### src/rtl/proc_pkg.sv
// Shared types and constants for the processor core pipeline stages.
package proc_pkg;

  // ALU operations understood by the execute stage.
  typedef enum logic [3:0] {
    ALU_ADD   = 4'd0,
    ALU_SUB   = 4'd1,
    ALU_SLL   = 4'd2,
    ALU_SLT   = 4'd3,
    ALU_SLTU  = 4'd4,
    ALU_XOR   = 4'd5,
    ALU_SRL   = 4'd6,
    ALU_SRA   = 4'd7,
    ALU_OR    = 4'd8,
    ALU_AND   = 4'd9,
    ALU_PASSB = 4'd10
  } alu_op_t;

  // RV32I major opcodes (instruction bits [6:0]).
  localparam logic [6:0] OPC_LUI    = 7'b0110111;
  localparam logic [6:0] OPC_AUIPC  = 7'b0010111;
  localparam logic [6:0] OPC_JAL    = 7'b1101111;
  localparam logic [6:0] OPC_JALR   = 7'b1100111;
  localparam logic [6:0] OPC_BRANCH = 7'b1100011;
  localparam logic [6:0] OPC_LOAD   = 7'b0000011;
  localparam logic [6:0] OPC_STORE  = 7'b0100011;
  localparam logic [6:0] OPC_OP_IMM = 7'b0010011;
  localparam logic [6:0] OPC_OP     = 7'b0110011;

  localparam logic [31:0] INSTR_NOP  = 32'h0000_0013;
  localparam logic [31:0] INSTR_HALT = 32'h0010_0073;

  // Contents of the ID/EX pipeline register.
  typedef struct packed {
    logic [31:0] rs1_data;
    logic [31:0] rs2_data;
    logic [31:0] imm;
    logic [31:0] pc_curr;
    logic [31:0] pc_next;
    logic [4:0]  rs1;
    logic [4:0]  rs2;
    logic [4:0]  rd;
    logic [2:0]  funct3;
    alu_op_t     alu_op;
    logic        alu_src;
    logic        alu_a_pc;
    logic        memrd;
    logic        memwr;
    logic        regwr;
    logic        branch;
    logic        jal;
    logic        jalr;
    logic        illegal;
  } idex_t;

  // A bubble does nothing: no controls, zero data, PCs parked at pc.
  function automatic idex_t make_bubble(input logic [31:0] pc);
    idex_t b;
    b         = '0;
    b.alu_op  = ALU_ADD;
    b.pc_curr = pc;
    b.pc_next = pc;
    return b;
  endfunction

endpackage

### src/rtl/regfile.sv
// 32x32 register file: two write-first read ports, one write port, x0 hardwired to zero.
module regfile (
  input  logic        clk,
  input  logic        rst,
  input  logic [4:0]  ra1,
  input  logic [4:0]  ra2,
  input  logic        we,
  input  logic [4:0]  wa,
  input  logic [31:0] wd,
  output logic [31:0] rd1,
  output logic [31:0] rd2
);

  logic [31:0] regs_reg [32];
  logic [4:0]  ra    [2];
  logic [31:0] rdata [2];

  assign ra[0] = ra1;
  assign ra[1] = ra2;
  assign rd1   = rdata[0];
  assign rd2   = rdata[1];

  // Storage update: reset clears everything, writes to x0 are dropped.
  always_ff @(posedge clk) begin
    if (rst) begin
      for (int i = 0; i < 32; i++) begin
        regs_reg[i] <= '0;
      end
    end else if (we && (wa != 5'd0)) begin
      regs_reg[wa] <= wd;
    end
  end

  // Identical read logic per port; a same-cycle write bypasses storage.
  generate
    for (genvar gi = 0; gi < 2; gi++) begin : g_read
      // Read port gi: x0 is zero, then writeback bypass, then storage.
      always_comb begin
        rdata[gi] = regs_reg[ra[gi]];
        if (ra[gi] == 5'd0) begin
          rdata[gi] = '0;
        end else if (we && (wa == ra[gi])) begin
          rdata[gi] = wd;
        end
      end
    end
  endgenerate

endmodule

### src/rtl/decode_stage.sv
// Decode stage: RV32I decode, immediate build, register read, load-use
// detection and the ID/EX pipeline register feeding execute.
module decode_stage
  import proc_pkg::*;
#(
  parameter logic [31:0] RESET_PC = 32'h0
) (
  input  logic        clk,
  input  logic        rst,
  input  logic [31:0] instruction_dec,
  input  logic [31:0] pc_curr_dec,
  input  logic [31:0] pc_next_dec,
  input  logic        flush,
  input  logic        stall_mem,
  input  logic        wb_en,
  input  logic [4:0]  wb_rd,
  input  logic [31:0] wb_data,
  output logic        hazard,
  output logic        halt,
  output logic [31:0] rs1_data_ex,
  output logic [31:0] rs2_data_ex,
  output logic [31:0] imm_ex,
  output logic [31:0] pc_curr_ex,
  output logic [31:0] pc_next_ex,
  output logic [4:0]  rs1_ex,
  output logic [4:0]  rs2_ex,
  output logic [4:0]  rd_ex,
  output logic [2:0]  funct3_ex,
  output alu_op_t     alu_op_ex,
  output logic        alu_src_ex,
  output logic        alu_a_pc_ex,
  output logic        memrd_ex,
  output logic        memwr_ex,
  output logic        regwr_ex,
  output logic        branch_ex,
  output logic        jal_ex,
  output logic        jalr_ex,
  output logic        illegal_ex
);

  logic [6:0]  opcode;
  logic [2:0]  funct3;
  logic        funct7_b5;
  logic        use_rs1;
  logic        use_rs2;
  logic [4:0]  rs1_idx;
  logic [4:0]  rs2_idx;
  logic [31:0] rf_rd1;
  logic [31:0] rf_rd2;
  logic        is_halt;
  idex_t       dec;
  idex_t       idex_reg;
  logic        halt_reg;

  assign opcode    = instruction_dec[6:0];
  assign funct3    = instruction_dec[14:12];
  assign funct7_b5 = instruction_dec[30];
  assign is_halt   = (instruction_dec == INSTR_HALT);

  // Which source registers the instruction actually reads; unused indices
  // are zeroed so neither the hazard check nor forwarding sees stray fields.
  always_comb begin
    use_rs1 = 1'b0;
    use_rs2 = 1'b0;
    unique case (opcode)
      OPC_JALR, OPC_LOAD, OPC_OP_IMM: use_rs1 = 1'b1;
      OPC_BRANCH, OPC_STORE, OPC_OP: begin
        use_rs1 = 1'b1;
        use_rs2 = 1'b1;
      end
      default: ;
    endcase
    rs1_idx = use_rs1 ? instruction_dec[19:15] : 5'd0;
    rs2_idx = use_rs2 ? instruction_dec[24:20] : 5'd0;
  end

  regfile u_regfile (
    .clk (clk),
    .rst (rst),
    .ra1 (rs1_idx),
    .ra2 (rs2_idx),
    .we  (wb_en),
    .wa  (wb_rd),
    .wd  (wb_data),
    .rd1 (rf_rd1),
    .rd2 (rf_rd2)
  );

  // Full decode of the presented instruction into an ID/EX record.
  always_comb begin
    dec          = make_bubble(pc_curr_dec);
    dec.pc_curr  = pc_curr_dec;
    dec.pc_next  = pc_next_dec;
    dec.rs1      = rs1_idx;
    dec.rs2      = rs2_idx;
    dec.rs1_data = rf_rd1;
    dec.rs2_data = rf_rd2;
    unique case (opcode)
      OPC_LUI: begin
        dec.imm     = {instruction_dec[31:12], 12'b0};
        dec.alu_op  = ALU_PASSB;
        dec.alu_src = 1'b1;
        dec.regwr   = 1'b1;
      end
      OPC_AUIPC: begin
        dec.imm      = {instruction_dec[31:12], 12'b0};
        dec.alu_src  = 1'b1;
        dec.alu_a_pc = 1'b1;
        dec.regwr    = 1'b1;
      end
      OPC_JAL: begin
        dec.imm      = {{11{instruction_dec[31]}}, instruction_dec[31],
                        instruction_dec[19:12], instruction_dec[20],
                        instruction_dec[30:21], 1'b0};
        dec.alu_src  = 1'b1;
        dec.alu_a_pc = 1'b1;
        dec.regwr    = 1'b1;
        dec.jal      = 1'b1;
      end
      OPC_JALR: begin
        dec.imm     = {{20{instruction_dec[31]}}, instruction_dec[31:20]};
        dec.funct3  = funct3;
        dec.alu_src = 1'b1;
        dec.regwr   = 1'b1;
        dec.jalr    = 1'b1;
      end
      OPC_BRANCH: begin
        // Comparison is chosen by funct3 in execute; the ALU op is unused.
        dec.imm    = {{19{instruction_dec[31]}}, instruction_dec[31],
                      instruction_dec[7], instruction_dec[30:25],
                      instruction_dec[11:8], 1'b0};
        dec.funct3 = funct3;
        dec.branch = 1'b1;
      end
      OPC_LOAD: begin
        dec.imm     = {{20{instruction_dec[31]}}, instruction_dec[31:20]};
        dec.funct3  = funct3;
        dec.alu_src = 1'b1;
        dec.memrd   = 1'b1;
        dec.regwr   = 1'b1;
      end
      OPC_STORE: begin
        dec.imm     = {{20{instruction_dec[31]}}, instruction_dec[31:25],
                       instruction_dec[11:7]};
        dec.funct3  = funct3;
        dec.alu_src = 1'b1;
        dec.memwr   = 1'b1;
      end
      OPC_OP_IMM, OPC_OP: begin
        dec.funct3 = funct3;
        dec.regwr  = 1'b1;
        if (opcode == OPC_OP_IMM) begin
          dec.imm     = {{20{instruction_dec[31]}}, instruction_dec[31:20]};
          dec.alu_src = 1'b1;
        end
        unique case (funct3)
          3'b000:  dec.alu_op = (opcode == OPC_OP && funct7_b5) ? ALU_SUB : ALU_ADD;
          3'b001:  dec.alu_op = ALU_SLL;
          3'b010:  dec.alu_op = ALU_SLT;
          3'b011:  dec.alu_op = ALU_SLTU;
          3'b100:  dec.alu_op = ALU_XOR;
          3'b101:  dec.alu_op = funct7_b5 ? ALU_SRA : ALU_SRL;
          3'b110:  dec.alu_op = ALU_OR;
          default: dec.alu_op = ALU_AND;
        endcase
      end
      default: begin
        // Unknown opcode: a NOP flagged illegal, no operands carried.
        dec.rs1      = '0;
        dec.rs2      = '0;
        dec.rs1_data = '0;
        dec.rs2_data = '0;
        dec.illegal  = 1'b1;
      end
    endcase
    if (dec.regwr) begin
      dec.rd = instruction_dec[11:7];
    end
  end

  // Load-use: the load in ID/EX produces a register this instruction reads.
  always_comb begin
    hazard = idex_reg.memrd && (idex_reg.rd != 5'd0) &&
             ((use_rs1 && (idex_reg.rd == rs1_idx)) ||
              (use_rs2 && (idex_reg.rd == rs2_idx)));
  end

  // ID/EX register and sticky halt, in priority order.
  always_ff @(posedge clk) begin
    if (rst) begin
      idex_reg <= make_bubble(RESET_PC);
      halt_reg <= 1'b0;
    end else if (flush) begin
      idex_reg <= make_bubble(RESET_PC);
    end else if (stall_mem) begin
      idex_reg <= idex_reg;
    end else if (hazard) begin
      idex_reg <= make_bubble(RESET_PC);
    end else if (is_halt) begin
      idex_reg <= make_bubble(RESET_PC);
      halt_reg <= 1'b1;
    end else begin
      idex_reg <= dec;
    end
  end

  assign halt        = halt_reg;
  assign rs1_data_ex = idex_reg.rs1_data;
  assign rs2_data_ex = idex_reg.rs2_data;
  assign imm_ex      = idex_reg.imm;
  assign pc_curr_ex  = idex_reg.pc_curr;
  assign pc_next_ex  = idex_reg.pc_next;
  assign rs1_ex      = idex_reg.rs1;
  assign rs2_ex      = idex_reg.rs2;
  assign rd_ex       = idex_reg.rd;
  assign funct3_ex   = idex_reg.funct3;
  assign alu_op_ex   = idex_reg.alu_op;
  assign alu_src_ex  = idex_reg.alu_src;
  assign alu_a_pc_ex = idex_reg.alu_a_pc;
  assign memrd_ex    = idex_reg.memrd;
  assign memwr_ex    = idex_reg.memwr;
  assign regwr_ex    = idex_reg.regwr;
  assign branch_ex   = idex_reg.branch;
  assign jal_ex      = idex_reg.jal;
  assign jalr_ex     = idex_reg.jalr;
  assign illegal_ex  = idex_reg.illegal;

endmodule

### config.mk
export PLATFORM = sky130hd
export DESIGN_NAME = decode_stage
export DESIGN_NICKNAME = d
export VERILOG_FILES = /design/src/rtl/proc_pkg.sv /design/src/rtl/regfile.sv /design/src/rtl/decode_stage.sv
export SDC_FILE = /design/constraint.sdc
export NUM_CORES = 2
export LEC_CHECK = 0
export ABC_AREA = 1
export CORE_MARGIN = 2
export CORE_UTILIZATION = 45
export CTS_CLUSTER_DIAMETER = 200
export DETAILED_ROUTE_END_ITERATION = 7
export GPL_ROUTABILITY_DRIVEN = 0
export PLACE_DENSITY = 0.61
export SLEW_MARGIN = 10
export SYNTH_ARGS = -nofsm -noshare
export SYNTH_HDL_FRONTEND = slang
export SYNTH_SLANG_ARGS = --single-unit
export TNS_END_PERCENT = 50
### constraint.sdc
create_clock -name clk -period 4.7 [get_ports clk]
set_input_delay 0.705 -clock clk [delete_from_list [all_inputs] [get_ports clk]]
set_output_delay 0.705 -clock clk [all_outputs]
set_load 0.005 [all_outputs]
# --- After elaboration in Yosys (flattened, before gate mapping) ---
# Memories as Yosys holds them, arrays and structs flattened.
# Index checks and enable logic that the tools add are counted.
word_totals:
  wordCells: 108
  memories: 1
  reg_bits: 192
  input_bits: 138
  ram_bits: 1024
classes:
  bitwise_logic: 3
  n_eq_ne: 20
  muxes: 38
  reduce_logical: 26
mem_list:
  columns: ["name", "depth", "word_bits", "rd", "rd_ports_with_merged_regs", "wr", "line_no", "source"]
  rows:
  - ["u_regfile.regs_reg", 32, 32, 2, 0, 32, "regfile.sv:14", "logic [31:0] regs_reg [32];"]
op_table:
  columns: ["cell", "count"]
  rows:
  - ["$mux W191", 2]
  - ["$mux W32", 6]
  - ["$pmux W32 S6", 1]
  - ["$mux W64", 1]
  - ["$eq A32 B21 Y1 const B", 1]
  - ["$reduce_or A32 Y1", 1]
  - ["$pmux W4 S7", 1]
  - ["$eq A7 B6 Y1 const B", 3]
  - ["$eq A7 B7 Y1 const B", 3]
  - ["$eq A5 B5 Y1", 4]
  - ["$mux W5", 4]
  - ["$mux W1", 19]
  - ["$eq A7 B5 Y1 const B", 2]
  - ["$reduce_or A6 Y1", 2]
  - ["$logic_not A5 Y1", 2]
  - ["$mux W10", 1]
  - ["$reduce_bool A5 Y1", 2]
  - ["$reduce_or A2 Y1", 5]
  - ["$eq A3 B3 Y1 const B", 3]
  - ["$reduce_or A9 Y1", 1]
  - ["$logic_and A1 B1 Y1", 8]
  - ["$pmux W4 S2", 1]
  - ["$eq A7 B2 Y1 const B", 1]
  - ["$reduce_or A7 Y1", 1]
  - ["other kinds (9)", 12]

# --- Logic depth before layout (Yosys ltp) ---
depth:
  ltp_word: 11
  ltp_mapped: 20
  depth_no_buf: 18

# --- By module ---
# From an unflattened synthesis, not the netlist that was laid out.
hier_totals:
  cells_unflattened: 8483
  hier_area_um2: 66222.3
by_module_without_submodules:
  columns: ["mod", "n_inst", "cells_each", "area_each_um2", "seq_area_each_um2"]
  rows:
  - ["regfile", 1, 7428, 58220.8, 30749.5]
  - ["decode_stage", 1, 1055, 8001.4, 3843.7]

# --- Worst setup path before layout ---
# Ideal clock, no wire load.
synth_timing:
  path_type: "in2out"
  from: "input instruction_dec[1]"
  to: "output hazard"
  t_arrival_ns: 2.333
  slack_ns: 1.662
  path_buffers: 2
  stages: 14
  path_cell_list: "nand2_1 > nor2_4 > nand2_2 > o21ai_4 > nand2_2 > inv_2 > nand2_1 > nand2_1 > nand3b_1 > nand2_1 > nand2_2 > buf_2 > buf_2 > inv_1"
synth_via:
  elab_chain_len: 8
  elab_cells_between_ends: 18
  cone_classes: "eq/ne (8); mux (4); reduce/logical (6)"
synth_rtl:
  columns: ["element", "line_no", "source"]
  rows:
  - ["start, declared", "decode_stage.sv:10", "input logic [31:0] instruction_dec,"]
  - ["$eq A7 B5 Y1 (tied with other cells)", "decode_stage.sv:65", "unique case (opcode)"]
  - ["$reduce_or A6 Y1 (no line) or $reduce_or A3 Y1 (tied branches)", null, null]
  - ["$mux W1", "decode_stage.sv:65", null]
  - ["$mux W5 (on tied branches)", "decode_stage.sv:73, decode_stage.sv:74", null]
  - ["$eq A5 B5 Y1 (on tied branches)", "decode_stage.sv:184, decode_stage.sv:185", null]
  - ["$logic_and A1 B1 Y1 (on tied branches)", "decode_stage.sv:184, decode_stage.sv:185", null]
  - ["$logic_or A1 B1 Y1 (*)", "decode_stage.sv:184", "((use_rs1 && (idex_reg.rd == rs1_idx)) ||"]
  - ["$logic_and A1 B1 Y1 (*)", "decode_stage.sv:183", "hazard = idex_reg.memrd && (idex_reg.rd != 5'd0) &&"]
  - ["end, declared", "decode_stage.sv:18", "output logic hazard,"]
# Mark *: on every way between the ends. The rest lies on a longest branch, timed or not.

# --- Final worst setup path ---
layout_timing:
  from: "input instruction_dec[5]"
  to: "output hazard"
# Same word-level chain as after synthesis.

==> impl_metrics.yaml <==
hold_path:
  holdPathStages: 1
  hp-class: "in2reg"
  hold_start: "rst"
  hold_end: "u_regfile.regs_reg[0][20]$_SDFFCE_PN0P_"
final_layout:
  fill_cells: 13821
  fin_nets: 8845
  final_cell_area_um2: 77350
  drive_gt1_share_pct: 6.859
  area_growth_pct: 16.20
  largest_reg_flops: 1024
run_status:
  violations: "DRC"
  status: "complete, but fails checks"
floorplan:
  fp.dieW_um: 388.6
  core_area_um2: 147300
  rows: 141
  boundaryPins: 331
  initial_utilization_pct: 45.19
  die-area_um2: 151000
  dieHeight_um: 388.6
synthesis:
  syn_avg_cell_area_um2: 7.663
  synth.most_common_cell: "nand2_1"
  synth_edf_count: 1024
  synth_top_area_share_pct: 46.19
  synth.distinct_cells: 36
  ys_seq_elements: 1216
  synth-async-reset-ratio_pct: 0
  synthFlopType: "edfxtp_1"
  synthesis.area_um2: 66570
  yosys.area.top_type: "edfxtp_1"
  ys_warn_count: 0
  synthTopCellsByArea: "edfxtp_1 46%, nand2_1 15%, nand3_1 13%, nor2_1 6.7%, dfxtp_1 5.8%"
  yosysSeqAreaShare_pct: 51.97
  syn_inst: 8686
  synth_common_cells: "2603 x nand2_1, 1689 x nand3_1, 1197 x nor2_1"
power_and_ir_drop:
  clkPwrFrac_pct: 42.7
  intPower_uw: 19380
  switching_power_uw: 6848
  combPwrFrac_pct: 9.7
  leakage_uw: 0.03176
  irDropWorstVdd_mv: 0.2834
  switching_share_pct: 26.11
  p_per_area_nw_per_um2: 339.0
  seqPwrFrac_pct: 47.6
global_routing:
  grt_remaining_overflow: 0
  grt_pass1_vias: 62794
  grt_max_degree: 142
  grt_usage_pct: 39.91
  grt_pass1_wl_um: 440300
  antenna_found_initial: 13
timing:
  slew_headroom_pct: 17.15
  period_share_pct: 90.29
  finalHoldViolCount: 0
  clock_skew_ps: 40.69
  fmax_mhz: 235.7
  timing.final.ws_setup_ps: 456.4
  setup_tns_ps: 0
  layout_min_cycle_time_ps: 4244
  tightest_slew_ps: 1235
  grt_setup_unrepaired: "false"
  hold_ws_ps: 387.4
  timing.final.setup_violations: 0
  final_max_slew_viol_count: 0
route:
  via_per_inst: 6.261
  drc: 5
  ant_nets: 0
  drt_pass1_iterations: 8
  drt_iter0_drc: 11590
  wl_um: 308900
  routed-via-count: 67378
  wl_per_cell_um: 28.70
worst_setup_path:
  critPathMaxStageDelay_ps: 570
  end_kind: "output pin"
  cp_num_buf_inv: 5
  critPathRequiredTime_ps: 3990
  cpMostUsedCell: "nand2_1"
  r2r-start: "rd_ex[2]$_SDFFE_PP0N_"
  path_class: "in2out"
  critical-path-top-delay-family: "buffers and inverters"
  rrSetupSlack_ps: 2100
  rr_worst_depth: 12
  worstReg2RegEnd: "rs1_data_ex[9]$_SDFFE_PP0N_"
  critPathLaunchType: "primary input"
  path_cells: "clkdlybuf4s50_1 -> inv_2 -> nor2_1 -> nand2_1 -> inv_2 -> nor2_2 -> nor2_4 -> nand2_1 -> nand2_1 -> nand3b_1 -> nand2_1 -> nand2_2 -> inv_1 -> clkdlybuf4s50_1"
  crit_fanout: 7
  crit_start: "instruction_dec[5]"
  slowest_stage: "clkdlybuf4s50_1"
  crit_arrival_ps: 3540
run:
  cap_viol_max_count: 0
cts:
  ctsHtreeMaxLevel: 4
  post-cts-setup-buffers: 0
  cts.path.max_buffers: 3
  numCtsBuffers: 141
  post_cts_resize_count: 0
  cts.sinks: 1216
  clk_latency_ps: 820
  clk_pin_slew_ps: 60
  hold_buffers: 0
  tritoncts: "yes"
  cts_root_buf: "clkbuf_16"
place:
  portBuffers: 330
  pre_cts_ws_ps: 416.6
  placed_area_um2: 72680
  place_hpwl_um: 180600
==> through the flow <==
| stage | total power (uW) | std cells | utilization [%] |
|---|---|---|---|
| finish | 26220 | 10762 | 52.51 |
| floorplan | 13960 | 8717 | - |
| detailed placement | 15130 | 10494 | 49.34 |
| global route | 26880 | 10753 | 52.49 |
| CTS | 26150 | 10751 | 52.49 |
| global placement | 15100 | 10494 | 49.34 |
==> power groups by stage <==
stage	logic (uW)	clock network, uW	registers (uW)
after detailed placement	2440	0	12700
after CTS	2450	11200	12500
after floorplan	1340	0	12600
final	2550	11200	12500
after global routing	2680	11700	12500
after global placement	2430	0	12700
==> worst register-to-register path: stages, from the launching register on <==
cell,delay [ps]
dfxtp_1,400
inv_1,120
nand2_1,70
o21ai_0,90
nor4_1,330
nand4_1,150
nand2_1,110
nand2_2,80
nand4_1,280
buf_4,400
nor2_1,110
nand2_1,230
a21oi_1,100
==> layout make-up <==
cell class                 count  area, um2  area share, %
clock buffer                 196       3990          5.159
multi-input combinational   6327      27730          35.86
timing repair buffer         611       6369          8.234
sequential                  1216      34590          44.72
inverter                     410       1572          2.032
tap                         1930       2415          3.122
antenna                       11      27.53        0.03559
clock inverter                61      648.1         0.8379
==> worst max-delay path by stage <==
stage / endpoint / slack [ps] / depth (start not counted)
after floorplan: hazard / 1660 / 14
after global placement: rs1_data_ex[0]$_SDFFE_PP0N_ / 460 / 17
after detailed placement: rs2_data_ex[18]$_SDFFE_PP0N_ / 420 / 16
after CTS: hazard / 530 / 14
after global routing: hazard / 310 / 14
final: hazard / 460 / 14
==> cell families after synthesis <==
family / count (synthesis) / share of synthesized area (%)
flops: 1216 / 51.97
buf+inv: 1174 / 6.938
compound gates: 548 / 4.325
other cells: 1 / 0.005634
xor+xnor: 5 / 0.06579
simple gates: 5742 / 36.70
==> cell usage in the layout, fill, tap and decap left out, types with 24 or more instances in the layout <==
| master | n |
|---|---|
| o21ai_1 | 27 |
| nand2_1 | 2534 |
| edfxtp_1 | 1024 |
| nand3_1 | 1688 |
| dfxtp_1 | 192 |
| clkbuf_1 | 35 |
| a21oi_1 | 319 |
| conb_1 | 32 |
| nor2_1 | 1197 |
| clkinv_2 | 26 |
| clkbuf_16 | 147 |
| o21ai_0 | 149 |
| nand4_1 | 81 |
| nand2_2 | 67 |
| or2_0 | 24 |
| buf_4 | 205 |
| inv_1 | 394 |
| clkdlybuf4s50_1 | 326 |
| nand3b_1 | 91 |
| buf_12 | 76 |
| o211ai_1 | 32 |
==> routing by layer <==
| layer | up-vias | part of all wire [%] | global-route usage (%) |
|---|---|---|---|
| met5 | - | 0.024 | 0 |
| met3 | 1310 | 16 | 12.72 |
| met2 | 5880 | 41 | 57.09 |
| met1 | 31427 | 35 | 51.12 |
| met4 | 10 | 8.1 | 27.94 |
| li1 | 28751 | - | - |
Power figures use the tool's default switching activity.
